`config.mk`:
```
export PLATFORM = sky130hd
export DESIGN_NAME = vid_box_overlay_flat
export DESIGN_NICKNAME = d
export VERILOG_FILES = /design/src/rtl/vid_box_overlay_if.sv /design/src/rtl/vid_box_overlay.sv /design/src/flat_wrapper.sv
export SDC_FILE = /design/constraint.sdc
export NUM_CORES = 1
export LEC_CHECK = 0
export CAP_MARGIN = 20
export CORE_AREA = 2 2 129 131
export CTS_CLUSTER_DIAMETER = 50
export DETAILED_ROUTE_END_ITERATION = 7
export DIE_AREA = 0 0 131 133
export GPL_ROUTABILITY_DRIVEN = 0
export HOLD_SLACK_MARGIN = 0.02
export PLACE_DENSITY_LB_ADDON = 0.15
export SYNTH_ARGS = -nofsm -noshare
export SYNTH_HDL_FRONTEND = slang
export SYNTH_SLANG_ARGS = --single-unit
export TNS_END_PERCENT = 30
```
`constraint.sdc`:
```
create_clock -name clk -period 6.6 [get_ports clk]
set_input_delay 1.32 -clock clk [delete_from_list [all_inputs] [get_ports clk]]
set_output_delay 1.32 -clock clk [all_outputs]
set_load 0.1 [all_outputs]
```
`src/rtl/vid_box_overlay_if.sv`:
```
`default_nettype none
// vid_box_overlay_if -- pixel stream bundle (data + hsync/vsync/VDE) between vid_io stages. Rev 1.0
interface vid_box_overlay_if #(
  parameter int DATA_WIDTH = 24
);
  logic [DATA_WIDTH-1:0] vid_data;
  logic                  vid_hsync;
  logic                  vid_vsync;
  logic                  vid_VDE;

  modport master (output vid_data, vid_hsync, vid_vsync, vid_VDE);
  modport slave  (input  vid_data, vid_hsync, vid_vsync, vid_VDE);
endinterface
`default_nettype wire

```
`src/rtl/vid_box_overlay.sv`:
```
`default_nettype none
// vid_box_overlay -- draws a frame-shadowed, optionally blinking rectangle outline
// over a vid_io stream with a fixed one-cycle latency. Rev 1.0
module vid_box_overlay #(
  parameter int DATA_WIDTH   = 24,
  parameter int CW           = 12,
  parameter int BORDER       = 2,
  parameter int BLINK_FRAMES = 30
) (
  input  wire logic                  clk,
  input  wire logic                  rst,
  vid_box_overlay_if.slave           i_vid,
  vid_box_overlay_if.master          o_vid,
  input  wire logic [CW-1:0]         box_x0,
  input  wire logic [CW-1:0]         box_x1,
  input  wire logic [CW-1:0]         box_y0,
  input  wire logic [CW-1:0]         box_y1,
  input  wire logic [DATA_WIDTH-1:0] box_colour,
  input  wire logic                  box_en,
  input  wire logic                  blink_en,
  output logic [CW-1:0]              o_frame_cnt
);
  localparam int BW = (BLINK_FRAMES > 1) ? $clog2(BLINK_FRAMES) : 1;
  localparam logic [CW-1:0]        c_CNT_MAX    = '1;
  localparam logic [CW-1:0]        c_CNT_ONE    = CW'(1);
  localparam logic [BW-1:0]        c_BLINK_LAST = BW'(BLINK_FRAMES - 1);
  localparam logic [BW-1:0]        c_BLINK_ONE  = BW'(1);
  localparam logic signed [CW+1:0] c_BORDER     = (CW+2)'(BORDER);

  logic                  r_vsync_d, r_de_d;
  logic [CW-1:0]         r_x_cnt, r_y_cnt;
  logic [CW-1:0]         r_x0, r_x1, r_y0, r_y1;
  logic [DATA_WIDTH-1:0] r_colour;
  logic                  r_en, r_blink_en, r_visible;
  logic [BW-1:0]         r_blink_cnt;
  logic [CW-1:0]         r_frame_cnt;
  logic [DATA_WIDTH-1:0] r_data;
  logic                  r_hs, r_vs, r_de;

  logic                  w_vs_rise, w_de_fall;
  logic signed [CW+1:0]  w_x, w_y, w_x0, w_x1, w_y0, w_y1;
  logic                  w_outer, w_inner, w_draw;

  assign w_vs_rise = i_vid.vid_vsync & ~r_vsync_d;
  assign w_de_fall = ~i_vid.vid_VDE & r_de_d;

  // Two extra bits keep x1-BORDER from wrapping when the box hugs coordinate 0.
  assign w_x  = $signed({2'b00, r_x_cnt});
  assign w_y  = $signed({2'b00, r_y_cnt});
  assign w_x0 = $signed({2'b00, r_x0});
  assign w_x1 = $signed({2'b00, r_x1});
  assign w_y0 = $signed({2'b00, r_y0});
  assign w_y1 = $signed({2'b00, r_y1});

  assign w_outer = (w_x >= w_x0) && (w_x <= w_x1) && (w_y >= w_y0) && (w_y <= w_y1);
  assign w_inner = (w_x >= w_x0 + c_BORDER) && (w_x <= w_x1 - c_BORDER) &&
                   (w_y >= w_y0 + c_BORDER) && (w_y <= w_y1 - c_BORDER);
  assign w_draw  = i_vid.vid_VDE & r_en & r_visible & w_outer & ~w_inner;

  always_ff @(posedge clk or posedge rst) begin
    if (rst) begin
      r_vsync_d <= 1'b0;
      r_de_d    <= 1'b0;
      r_x_cnt   <= '0;
      r_y_cnt   <= '0;
    end else begin
      r_vsync_d <= i_vid.vid_vsync;
      r_de_d    <= i_vid.vid_VDE;
      if (!i_vid.vid_VDE)
        r_x_cnt <= '0;
      else if (r_x_cnt != c_CNT_MAX)
        r_x_cnt <= r_x_cnt + c_CNT_ONE;
      if (w_vs_rise)
        r_y_cnt <= '0;
      else if (w_de_fall && (r_y_cnt != c_CNT_MAX))
        r_y_cnt <= r_y_cnt + c_CNT_ONE;
    end
  end

  always_ff @(posedge clk or posedge rst) begin
    if (rst) begin
      r_x0       <= '0;
      r_x1       <= '0;
      r_y0       <= '0;
      r_y1       <= '0;
      r_colour   <= '0;
      r_en       <= 1'b0;
      r_blink_en <= 1'b0;
    end else if (w_vs_rise) begin
      r_x0       <= box_x0;
      r_x1       <= box_x1;
      r_y0       <= box_y0;
      r_y1       <= box_y1;
      r_colour   <= box_colour;
      r_en       <= box_en;
      r_blink_en <= blink_en;
    end
  end

  // Blink state advances on the shadowed enable so a frame never changes phase mid-way.
  always_ff @(posedge clk or posedge rst) begin
    if (rst) begin
      r_frame_cnt <= '0;
      r_blink_cnt <= '0;
      r_visible   <= 1'b1;
    end else begin
      if (w_vs_rise)
        r_frame_cnt <= r_frame_cnt + c_CNT_ONE;
      if (!r_blink_en) begin
        r_blink_cnt <= '0;
        r_visible   <= 1'b1;
      end else if (w_vs_rise) begin
        if (r_blink_cnt == c_BLINK_LAST) begin
          r_blink_cnt <= '0;
          r_visible   <= ~r_visible;
        end else begin
          r_blink_cnt <= r_blink_cnt + c_BLINK_ONE;
        end
      end
    end
  end

  always_ff @(posedge clk or posedge rst) begin
    if (rst) begin
      r_data <= '0;
      r_hs   <= 1'b0;
      r_vs   <= 1'b0;
      r_de   <= 1'b0;
    end else begin
      r_data <= w_draw ? r_colour : i_vid.vid_data;
      r_hs   <= i_vid.vid_hsync;
      r_vs   <= i_vid.vid_vsync;
      r_de   <= i_vid.vid_VDE;
    end
  end

  assign o_vid.vid_data  = r_data;
  assign o_vid.vid_hsync = r_hs;
  assign o_vid.vid_vsync = r_vs;
  assign o_vid.vid_VDE   = r_de;
  assign o_frame_cnt     = r_frame_cnt;
endmodule
`default_nettype wire

```
`src/flat_wrapper.sv`:
```
// flat-port wrapper written by rule: the top's interface ports become plain ports
module vid_box_overlay_flat 
#(
  parameter int DATA_WIDTH   = 24,
  parameter int CW           = 12,
  parameter int BORDER       = 2,
  parameter int BLINK_FRAMES = 30
)
  (clk, rst, box_x0, box_x1, box_y0, box_y1, box_colour, box_en, blink_en, o_frame_cnt, i_vid_vid_data, i_vid_vid_hsync, i_vid_vid_vsync, i_vid_vid_VDE, o_vid_vid_data, o_vid_vid_hsync, o_vid_vid_vsync, o_vid_vid_VDE);
  vid_box_overlay_if #(.DATA_WIDTH(DATA_WIDTH)) i_vid_i ();
  vid_box_overlay_if #(.DATA_WIDTH(DATA_WIDTH)) o_vid_i ();
  input  wire logic clk;
  input  wire logic rst;
  input  wire logic [CW-1:0] box_x0;
  input  wire logic [CW-1:0] box_x1;
  input  wire logic [CW-1:0] box_y0;
  input  wire logic [CW-1:0] box_y1;
  input  wire logic [DATA_WIDTH-1:0] box_colour;
  input  wire logic box_en;
  input  wire logic blink_en;
  output logic [CW-1:0] o_frame_cnt;
  input wire logic [$bits(i_vid_i.vid_data)-1:0] i_vid_vid_data;
  input wire logic [$bits(i_vid_i.vid_hsync)-1:0] i_vid_vid_hsync;
  input wire logic [$bits(i_vid_i.vid_vsync)-1:0] i_vid_vid_vsync;
  input wire logic [$bits(i_vid_i.vid_VDE)-1:0] i_vid_vid_VDE;
  output wire logic [$bits(o_vid_i.vid_data)-1:0] o_vid_vid_data;
  output wire logic [$bits(o_vid_i.vid_hsync)-1:0] o_vid_vid_hsync;
  output wire logic [$bits(o_vid_i.vid_vsync)-1:0] o_vid_vid_vsync;
  output wire logic [$bits(o_vid_i.vid_VDE)-1:0] o_vid_vid_VDE;
  assign i_vid_i.vid_data = i_vid_vid_data;
  assign i_vid_i.vid_hsync = i_vid_vid_hsync;
  assign i_vid_i.vid_vsync = i_vid_vid_vsync;
  assign i_vid_i.vid_VDE = i_vid_vid_VDE;
  assign o_vid_vid_data = o_vid_i.vid_data;
  assign o_vid_vid_hsync = o_vid_i.vid_hsync;
  assign o_vid_vid_vsync = o_vid_i.vid_vsync;
  assign o_vid_vid_VDE = o_vid_i.vid_VDE;
  vid_box_overlay #(.DATA_WIDTH(DATA_WIDTH), .CW(CW), .BORDER(BORDER), .BLINK_FRAMES(BLINK_FRAMES)) u_core (.clk(clk), .rst(rst), .i_vid(i_vid_i), .o_vid(o_vid_i), .box_x0(box_x0), .box_x1(box_x1), .box_y0(box_y0), .box_y1(box_y1), .box_colour(box_colour), .box_en(box_en), .blink_en(blink_en), .o_frame_cnt(o_frame_cnt));
endmodule
```
==> results by group <==
Worst setup path
  • Worst setup path class: reg -> reg
  • CP required: around 6.9 ns
  • CP Launch Type: register
  • CP cell instances: ha_1, and3_1, nor4b_1, nand3_1, xnor2_1, ha_1, o22ai_1, a311o_1, a211oi_2, o21ai_2, o211ai_4, buf_4, mux2_2
  • Element type at the critical path end: register
  • CP arrival: 3.95 ns
  • Most used cell, CP: ha_1
  • Slowest CP cell: dfrtp_1
  • CP peak stage delay: about 0.42 ns
  • Crit Path Max Fanout: 24

Timing
  • Pins Over Slew Limit: 0
  • Endpoints failing setup: 0
  • Final min period: between 3 and 4 ns
  • Final Hold Vio Count: 0
  • Worst-margin pin slew: about 1.0 ns
  • Setup ws final: 2.958 ns
  • FMAX: 274.6 MHz
  • Final Skew: 0.01271 ns
  • Setup TNS: 0 ns
  • RSZ-0062 raised after global routing: false
  • Max-slew headroom: roughly a third
  • Period utilization: 55.18%

Floorplan
  • Core ar.: 0.01617 mm^2
  • Die H: between 100 and 150 um
  • Die boundary width: ~130 um
  • Initial Util: between 50% and 60%
  • I/O pins: 142
  • # rows: 47
  • Die area: between 0.015 and 0.02 mm^2

Synth
  • Ys Warns: 0
  • Most used DFF post-synth: dfrtp_1
  • Sequential fraction of the synthesis area: between 40% and 50%
  • Syn Inst Count: 890
  • Synth unique cells: 61
  • Synth Net Count: 1095
  • Async SR Flop Fraction: 100.0%
  • Post-synthesis cell area: 0.008564 mm^2
  • Syn_area_per_cell: 9.623 um^2
  • Synth Register Bits: 143
  • EDFF count, synth: 0

GRT
  • Initial antenna violation count: 0
  • Global-route wire length before repair: 32.71 mm
  • Largest net degree at the start of global routing: slightly below 90
  • Vias in the first global route: 6634
  • GRT overflow: 0
  • Total GRT Usage: 23.86%

Power and ir drop
  • Sw Share: 34.53%
  • Pint: between 1.5 and 2 mW
  • Logic pwr share: around 25%
  • Max IR drop VDD: between 0.0003 and 0.0004 V
  • Pwr Density: approximately 250 mW/mm^2
  • NetSw: 0.9266 mW
  • Leak pwr: around 5.1 nW
  • Clk pwr share: 35.9%
  • Final Power: 2.683 mW
  • Sequential share of power: around 39%

Place
  • PortBufs: 141
  • HPWL after detailed placement: 14.16 mm
  • Dpl ws: 2.991 ns
  • Placed Instances: 1233

Drt
  • Vias/cell: 5.267
  • DRC violations left: 0
  • Post-DRT Antenna Nets: 0
  • Total Routed Length: slightly below 20 mm
  • Vias: 6663
  • Wire per inst: 15.36 um
  • Drt pass-1 iters: 4
  • DR iter-0 viols: 374

Clock network
  • CTS Hold Bufs: 0
  • H-tree Lvls: 4
  • CTS Buf Count: 17
  • Clock buffer depth: 2
  • Postcts setup bufs: 0
  • Worst skew pair latency: 0.43 ns
  • CTS tree: yes
  • Sink Count: 143
  • PostCTS Resize Cnt: 0
  • Clock Pin Slew Worst Setup and Hold Paths: 0.07 ns
  • Root Driver: clkbuf_16

Layout
  • Fin nets: 1237
  • Fin cells: 1265
  • Layout cells sized above 1: approximately 7.8%
  • Synthesis-to-finish area growth: 25.74%
  • Final Util: 66.59%
  • Diode count: 0

Min path
  • HP Class: reg -> reg

Outcome
  • Status: completed

Flow run
  • Max-cap viol count: 0
## worst max-delay path: cells and delay by family, from the launching register on
family / cells / cell delay (ns)
compound gates: 5 / 0.89
xor+xnor: 1 / 0.15
fa+ha+maj: 2 / 0.48
buf+inv: 1 / 0.41
flops: 1 / 0.42
mux: 1 / 0.38
simple gates: 3 / 0.78
## power groups by stage
stage | clock (mW) | sequential, mW | combinational (mW)
after CTS | 0.985 | 1.05 | 0.676
after global placement | 0 | 1.06 | 0.660
after global routing | 1.02 | 1.06 | 0.744
after floorplan | 0 | 1.21 | 0.309
final | 0.963 | 1.05 | 0.671
after detailed placement | 0 | 1.06 | 0.671
## cells in the final DEF, fill, tap and decap left out, types with 10 or more instances in the layout
cell             count
nor3_1              13
xnor2_1             54
nand2_1            172
clkdlybuf4s50_1    141
a21o_1              14
nand4_1             27
o21ai_0             57
nor2_1              44
mux2_4              20
a21oi_1             29
nand3_1             28
xor2_1              10
inv_1               56
clkbuf_16           17
ha_1               102
dfrtp_1            142
## metrics by stage
| stage | instance area, um^2 | hold WS [ns] |
|---|---|---|
| after floorplan | 8564 | 0.4379 |
| after global placement | 10180 | 0.4527 |
| after detailed placement | 10180 | 0.4584 |
| after CTS | 10770 | 0.4750 |
| after global routing | 10770 | 0.4939 |
| final | 10770 | 0.4727 |
## flip-flops by register name (all words and copies together) (netlist names)
name,cells
u_core.o_frame_cnt,12
u_core.o_vid.vid_data,24
u_core.o_vid.vid_hsync,1
u_core.r_blink_cnt,5
u_core.r_blink_en,1
u_core.r_colour,24
u_core.r_de_d,1
u_core.r_en,1
u_core.r_visible,1
u_core.r_vsync_d,1
u_core.r_x0,12
u_core.r_x1,12
u_core.r_x_cnt,12
u_core.r_y0,12
u_core.r_y1,12
u_core.r_y_cnt,12
## per-layer routing
metal	wire length, um	up-vias	track usage (%)
li1	-	3384	-
met1	9116	3126	33.18
met2	8866	132	36.07
met3	1119	21	6.874
met4	325	0	7.506
met5	0	-	0
## cell type report
class	instances	area, um^2
Timing Repair Buffer	146	1449
Clock inverter	15	161.4
Fill cell	1369	5403
Clock buffer	17	425.4
Inverter	58	222.7
Multi-Input combinational cell	666	4656
Tap cell	220	275.3
Sequential cell	143	3580
## cell usage after synthesis, types with 3 or more instances
| cell | n | area share (%) |
|---|---|---|
| nand4_1 | 27 | 2.0 |
| nand3_1 | 28 | 1.6 |
| and2_1 | 4 | 0.29 |
| ha_1 | 102 | 15 |
| xor2_1 | 10 | 1.0 |
| o2111ai_1 | 4 | 0.41 |
| inv_1 | 57 | 2.5 |
| a211oi_1 | 6 | 0.53 |
| nand2b_1 | 4 | 0.29 |
| o21ai_2 | 3 | 0.31 |
| o21ai_0 | 57 | 3.3 |
| or3_1 | 6 | 0.44 |
| dfrtp_1 | 142 | 41 |
| and4_1 | 3 | 0.31 |
| buf_1 | 6 | 0.26 |
| o211ai_1 | 5 | 0.44 |
| mux2_4 | 20 | 3.5 |
| a21oi_1 | 29 | 1.7 |
| nor3_1 | 13 | 0.76 |
| nor2_1 | 44 | 1.9 |
| nand2_1 | 172 | 7.5 |
| clkbuf_1 | 15 | 0.66 |
| mux2_2 | 4 | 0.53 |
| xnor2_1 | 54 | 5.5 |
| and3_1 | 6 | 0.44 |
| nor2b_1 | 9 | 0.66 |
| a21o_1 | 14 | 1.2 |
| a31oi_1 | 3 | 0.22 |
## cells by family after synthesis
kind of cell    after synthesis  synth area share [%]
mux                          26                 4.266
fa+ha+maj                   102                 14.90
compound gates              143                 10.71
flops                       143                 41.80
xor+xnor                     64                 6.545
simple gates                331                 17.85
buf+inv                      81                 3.930
## worst paths after layout
path / from / endpoint / slack [ns] / cells past startpoint
setup / recovery: u_core.r_y0[1] / u_core.o_vid.vid_data[23] / 2.96 / 13
hold / removal: u_core.r_en / u_core.r_en / 0.47 / 2
setup reg to reg: u_core.r_y0[1] / u_core.o_vid.vid_data[23] / 2.96 / 13
hold reg to reg: u_core.r_en / u_core.r_en / 0.47 / 2
max in group asynchronous: rst / u_core.r_x1[11] / 3.94 / 3
min in group asynchronous: rst / u_core.r_colour[12] / 1.41 / 2
Note: power is estimated with default switching activity, not from simulation.
==> RTL edit 1, RTL diff (same flow settings) <==
`r_data` no longer has a reset.
--- a/src/rtl/vid_box_overlay.sv
+++ b/src/rtl/vid_box_overlay.sv
@@ -122,16 +122,18 @@
 
   always_ff @(posedge clk or posedge rst) begin
     if (rst) begin
-      r_data <= '0;
       r_hs   <= 1'b0;
       r_vs   <= 1'b0;
       r_de   <= 1'b0;
     end else begin
-      r_data <= w_draw ? r_colour : i_vid.vid_data;
       r_hs   <= i_vid.vid_hsync;
       r_vs   <= i_vid.vid_vsync;
       r_de   <= i_vid.vid_VDE;
     end
+  end
+
+  always_ff @(posedge clk) begin
+    r_data <= w_draw ? r_colour : i_vid.vid_data;
   end
 
   assign o_vid.vid_data  = r_data;
Formal check against the unedited RTL: not equivalent (a bounded check fails within 4 cycles, from zero or initial values and one cycle with rst high).
==> RTL edit 1 against the unedited design <==
Global-route usage is 0.69 points lower. Sequential cell count unchanged. Power decreased by 0.87%. First-iteration DRC count is 3.2% higher. Wire length down 0.58%. Synthesized area down 2.0%. Sequential share of layout area decreased by 0.67 points. Critical path depth down 1. Worst setup slack got worse by 140 ps. Cell area is 1.4% lower.
==> RTL edit 1: results (changes against the unedited design) <==
| Metric | This run | Unit | Change |
| --- | --- | --- | --- |
| Status | complete, no violations | - |  |
| Crit-path slowest cell | nor3_1 | - |  |
| Async SR Flop Fraction | 0.832 | - | -0.168 |
| Fill count | 1314 | - | -4.0% |
| Cell types with the largest area share after synthesis | dfrtp_1 (35%), ha_1 (15%), nand2_1 (7.3%) | - |  |
| Clock buffers | 20 | - | +3 |
| Crit path arrival time | 4100 | ps | +150 ps |
| Cell depth of the worst flop-to-flop path | 12 | - | -1 |
| First DRT Iteration DRCs | 386 | - | +3.2% |
| Non-clock buffer contribution to total cell area | 0.137 | - | +0.00234 |
| Total Routing Usage GR | 0.232 | - | -0.00694 |
| Worst-case vdd ir drop | 0.000193 | V | -39% |
| Headroom to the max-slew limit | 0.326 | - | +0.0122 |
| Fraction of met1 tracks used by global routing | 0.306 | - | -0.0260 |
| Area taken by multi-input logic gates | 4610 | um^2 | -0.91% |
| Nonclk inv count | 62 | - | +6.9% |
| Number of iterations in the first detailed-routing pass | 5 | - | +1 |
| M1 WL | 8.71 | mm | -4.5% |
| Total Wirelength | 19.3 | mm | -0.58% |
| CP Launch Point | u_core.r_x1[4]$_DFFE_PP0P_ | - |  |
| Hold wc startpoint | u_core.r_colour[23]$_DFFE_PP0P_ | - |  |
| Highest fanout seen on the critical path | 19 | - | -21% |
| Worst setup path endpoint | u_core.o_vid.vid_data[1]$_DFF_P_ | - |  |
| HPWL Detailed | 14.2 | mm | +0.49% |
| Via count | 6686 | - | +0.35% |
| Post-Synthesis Net Count | 1099 | - | +0.37% |
| Ratio of cells with drive above 1 in the final layout | 0.0629 | - | -0.0146 |
| Met2 layer usage reported by global route | 0.383 | - | +0.0222 |
| Maximum single-stage delay on the critical path | 530 | ps | +110 ps |
| Non-clk bufs | 145 | - | -0.68% |
| Clk_skew | 11.7 | ps | -0.976 ps |
| Sequential Area | 3460 | um^2 | -3.4% |
| Via count of the first global-routing pass | 6478 | - | -2.4% |
==> RTL edit 1: cell types whose count changed in the layout (fill, tap and decap cells not counted), sizes merged, moves of 4 or more <==
cell	delta
dfrtp	-24
dfxtp	+24
a21o	-8
nand2	-8
inv	-6
clkinv	+5
o211ai	+5
or3	+5
nor3	+4
o21ai	+4
==> RTL edit 1: through the flow <==
step	hold WS [ps]	setup WS, ps	total power, W	std cells	area, um^2
final	470	2820	0.00266	1269	10600
after CTS	476	2460	0.00268	1268	10600
after global routing	503	2590	0.00279	1269	10600
after floorplan	442	2120	0.00151	894	8400
after global placement	458	2560	0.00171	1236	10000
after detailed placement	461	2470	0.00172	1236	10000
==> RTL edit 1: cells by family after synthesis <==
logic type / count (synthesis) / share of synthesized area
AND/OR/NAND/NOR: 332 / 0.181
AO/OA/AOI/OAI: 147 / 0.109
flip-flops: 143 / 0.412
adder cells (fa/ha/maj): 102 / 0.152
buffers and inverters: 84 / 0.0393
XOR/XNOR: 60 / 0.0626
multiplexers: 26 / 0.0435
==> RTL edit 2, RTL diff (same flow settings) <==
Made on the original files. `DATA_WIDTH` is set to 24 in 3 places; all go to 20.
--- a/src/rtl/vid_box_overlay_if.sv
+++ b/src/rtl/vid_box_overlay_if.sv
@@ -1,7 +1,7 @@
 `default_nettype none
 // vid_box_overlay_if -- pixel stream bundle (data + hsync/vsync/VDE) between vid_io stages. Rev 1.0
 interface vid_box_overlay_if #(
-  parameter int DATA_WIDTH = 24
+  parameter int DATA_WIDTH = 20
 );
   logic [DATA_WIDTH-1:0] vid_data;
   logic                  vid_hsync;
--- a/src/rtl/vid_box_overlay.sv
+++ b/src/rtl/vid_box_overlay.sv
@@ -2,7 +2,7 @@
 // vid_box_overlay -- draws a frame-shadowed, optionally blinking rectangle outline
 // over a vid_io stream with a fixed one-cycle latency. Rev 1.0
 module vid_box_overlay #(
-  parameter int DATA_WIDTH   = 24,
+  parameter int DATA_WIDTH   = 20,
   parameter int CW           = 12,
   parameter int BORDER       = 2,
   parameter int BLINK_FRAMES = 30
--- a/src/flat_wrapper.sv
+++ b/src/flat_wrapper.sv
@@ -1,7 +1,7 @@
 // flat-port wrapper written by rule: the top's interface ports become plain ports
 module vid_box_overlay_flat 
 #(
-  parameter int DATA_WIDTH   = 24,
+  parameter int DATA_WIDTH   = 20,
   parameter int CW           = 12,
   parameter int BORDER       = 2,
   parameter int BLINK_FRAMES = 30
Ports: changed (resized box_colour, i_vid_vid_data and o_vid_vid_data); port bits go from 142 to 130. The function was not compared with the original's and may differ.
==> RTL edit 2 against the unedited design <==
Non-clock buffer count down 12. Clock skew shrank 3.9 ps. Count of clock-buffer cells in the layout increased by 2. Power fell by 5.1%. Worst setup slack worse by 160 ps. First-iteration DRC count fell by 9.4%. Fmax fell by 4.1%. Cell area is 4.3% lower. Wire length down 3.4%. Sequential cell count decreased by 8. Global-route usage fell by 1.4 points. Synthesized area is 4.0% lower. Critical endpoint is now u_core.o_vid.vid_data[12]$_DFF_PP0_. Largest cell class unchanged. Highest routed layer unchanged.
==> RTL edit 2: results (changes against the unedited design) <==
| Metric | This run | Unit | Change |
| --- | --- | --- | --- |
| Static leakage | 4.80 | nW | -6.0% |
| Clock insertion delay at the later pin of the skew report | 430 | ps | about the same |
| First-pass GRT wire length | 31.1 | mm | -5.0% |
| Most frequent cell after synthesis | nand2_1 | - |  |
| Number of iterations in the first detailed-routing pass | 5 | - | +1 |
| Clk_skew | 8.86 | ps | -3.85 ps |
| Worst-case vdd ir drop | 0.000397 | V | +25% |
| Clock-pin slew reported for the worst setup and hold paths after clock tree synthesis | 60 | ps |  |
| Placed Area | 9730 | um^2 | -4.4% |
| Mux share of post-synthesis cell area | 0.0378 | - | -0.00490 |
| Avg Cell Area, Syn | 9.50 | um^2 | -1.3% |
| Post-Synthesis Net Count | 1062 | - | -3.0% |
| Fill count | 1346 | - | -1.7% |
| Total Wirelength | 18.8 | mm | -3.4% |
| First DRT Iteration DRCs | 339 | - | -9.4% |
| Total Routing Usage GR | 0.225 | - | -0.0141 |
| Headroom to the max-slew limit | 0.320 | - | +0.00712 |
| Post-layout net count | 1193 | - | -3.6% |
| Dominant synthesized flop cell | dfrtp_1 | - |  |
| Post-Synth Adder-Cell Area | 0.155 | - | +0.00628 |
| Compound-gate portion of the synthesized area | 0.116 | - | +0.00924 |
| Leading cell types by count after synthesis | nand2_1 (159), dfrtp_1 (134), ha_1 (102), o21ai_0 (62), inv_1 (52) | - |  |
| HPWL Detailed | 13.4 | mm | -5.0% |
| Number of buffers created by CTS | 17 | - | unchanged |
| Crit path arrival time | 4100 | ps | +150 ps |
| Class of the worst hold path | flop to flop | - |  |
| Highest fanout seen on the critical path | 20 | - | -17% |
| Quantity of I/O buffers inserted on ports | 129 | - | -8.5% |
| Routed vias/inst | 5.34 | - | +1.5% |
| Sequential element share of the synthesized area | 0.411 | - | -0.00673 |
| Netlist cell types | 57 | - | -6.6% |
| Async SR Flop Fraction | 1.00 | - | unchanged |
| Ratio of cells with drive above 1 in the final layout | 0.0733 | - | -0.00417 |
| Total number of H-tree levels | 4 | - | unchanged |
| Status | complete, no violations | - |  |
| Via count of the first global-routing pass | 6428 | - | -3.1% |
| Setup Buffers After CTS | 0 | - | unchanged |
| Initial antenna violation count | 0 | - | unchanged |
| Residual DRC | 0 | - | unchanged |
| Xor and xnor fraction of the mapped netlist area | 0.0639 | - | -0.00150 |
| Via count | 6569 | - | -1.4% |
| CTS root buffer | clkbuf_16 | - |  |
| Number of buffers on the longest clock path | 2 | - | unchanged |
| Ant. Diodes | 0 | - | unchanged |
| Cell types with the largest area share after synthesis | dfrtp_1 (41%), ha_1 (16%), nand2_1 (7.3%) | - |  |
| Crit-path slowest cell | a2111oi_0 | - |  |
| Maximum single-stage delay on the critical path | 460 | ps | +40 ps |
| Synth warn | 0 | - | unchanged |
| Quantity of gates resized following cts | 0 | - | unchanged |
| Maximum number of pins on one net before global-route repair | 89 | - | +2.3% |
[RTL edit 2: power by group]
group | internal, W | switching [W]
combinational | 0.000248 | 0.000399
sequential | 0.000910 | 0.0000795
clock | 0.000522 | 0.000387
total | 0.00168 | 0.000866
[RTL edit 2: per-layer routing]
layer / global-route usage / vias to the layer above / wire length (um)
met4: 0.0827 / 0 / 383
met2: 0.357 / 117 / 9020
met1: 0.304 / 3148 / 8670
met3: 0.0437 / 29 / 683
met5: 0 / - / 0
li1: - / 3275 / -
[RTL edit 2: cell families (layout without fill, tap and decap cells)]
| logic type | count (synthesis) | count (layout) |
|---|---|---|
| simple gates | 313 | 313 |
| compound gates | 150 | 150 |
| flops | 135 | 135 |
| fa+ha+maj | 102 | 102 |
| buf+inv | 84 | 228 |
| xor+xnor | 60 | 60 |
| mux | 21 | 21 |
[RTL edit 2: area by class of cell]
type | count | area, um^2 | share of cell area
timing repair buffer | 134 | 1340 | 0.130
sequential | 135 | 3380 | 0.328
inverter | 62 | 238 | 0.0231
clock buffer | 19 | 433 | 0.0420
multi-input combinational | 646 | 4520 | 0.438
tap | 220 | 275 | 0.0267
clock inverter | 13 | 124 | 0.0120
[RTL edit 2: final timing paths]
kind | endpoint | slack [ps] | cells after the start | start
setup / recovery | u_core.o_vid.vid_data[12]$_DFF_PP0_ | 2800 | 14 | u_core.r_y1[1]$_DFFE_PP0P_
max in group asynchronous | u_core.r_colour[10]$_DFFE_PP0P_ | 4030 | 3 | rst
min in group asynchronous | u_core.o_vid.vid_data[14]$_DFF_PP0_ | 1420 | 2 | rst
hold / removal | u_core.r_colour[14]$_DFFE_PP0P_ | 470 | 2 | u_core.r_colour[14]$_DFFE_PP0P_
hold reg to reg | u_core.r_colour[14]$_DFFE_PP0P_ | 470 | 2 | u_core.r_colour[14]$_DFFE_PP0P_
setup reg to reg | u_core.o_vid.vid_data[12]$_DFF_PP0_ | 2800 | 14 | u_core.r_y1[1]$_DFFE_PP0P_
[RTL edit 2: metrics by stage]
stage	hold WS, ps	worst slack [ps]	total power [W]
after floorplan	446	1670	0.00145
after global placement	458	2770	0.00164
after detailed placement	463	2680	0.00165
after CTS	478	2870	0.00256
after global routing	491	2450	0.00267
final	475	2800	0.00255
[RTL edit 2: critical path: cells and delay by family (launching register included)]
family	cells	cell delay, ps
AO/OA/AOI/OAI	5	1270
XOR/XNOR	1	170
adder cells (fa/ha/maj)	2	490
buffers and inverters	2	490
flip-flops	1	410
multiplexers	1	340
AND/OR/NAND/NOR	3	510
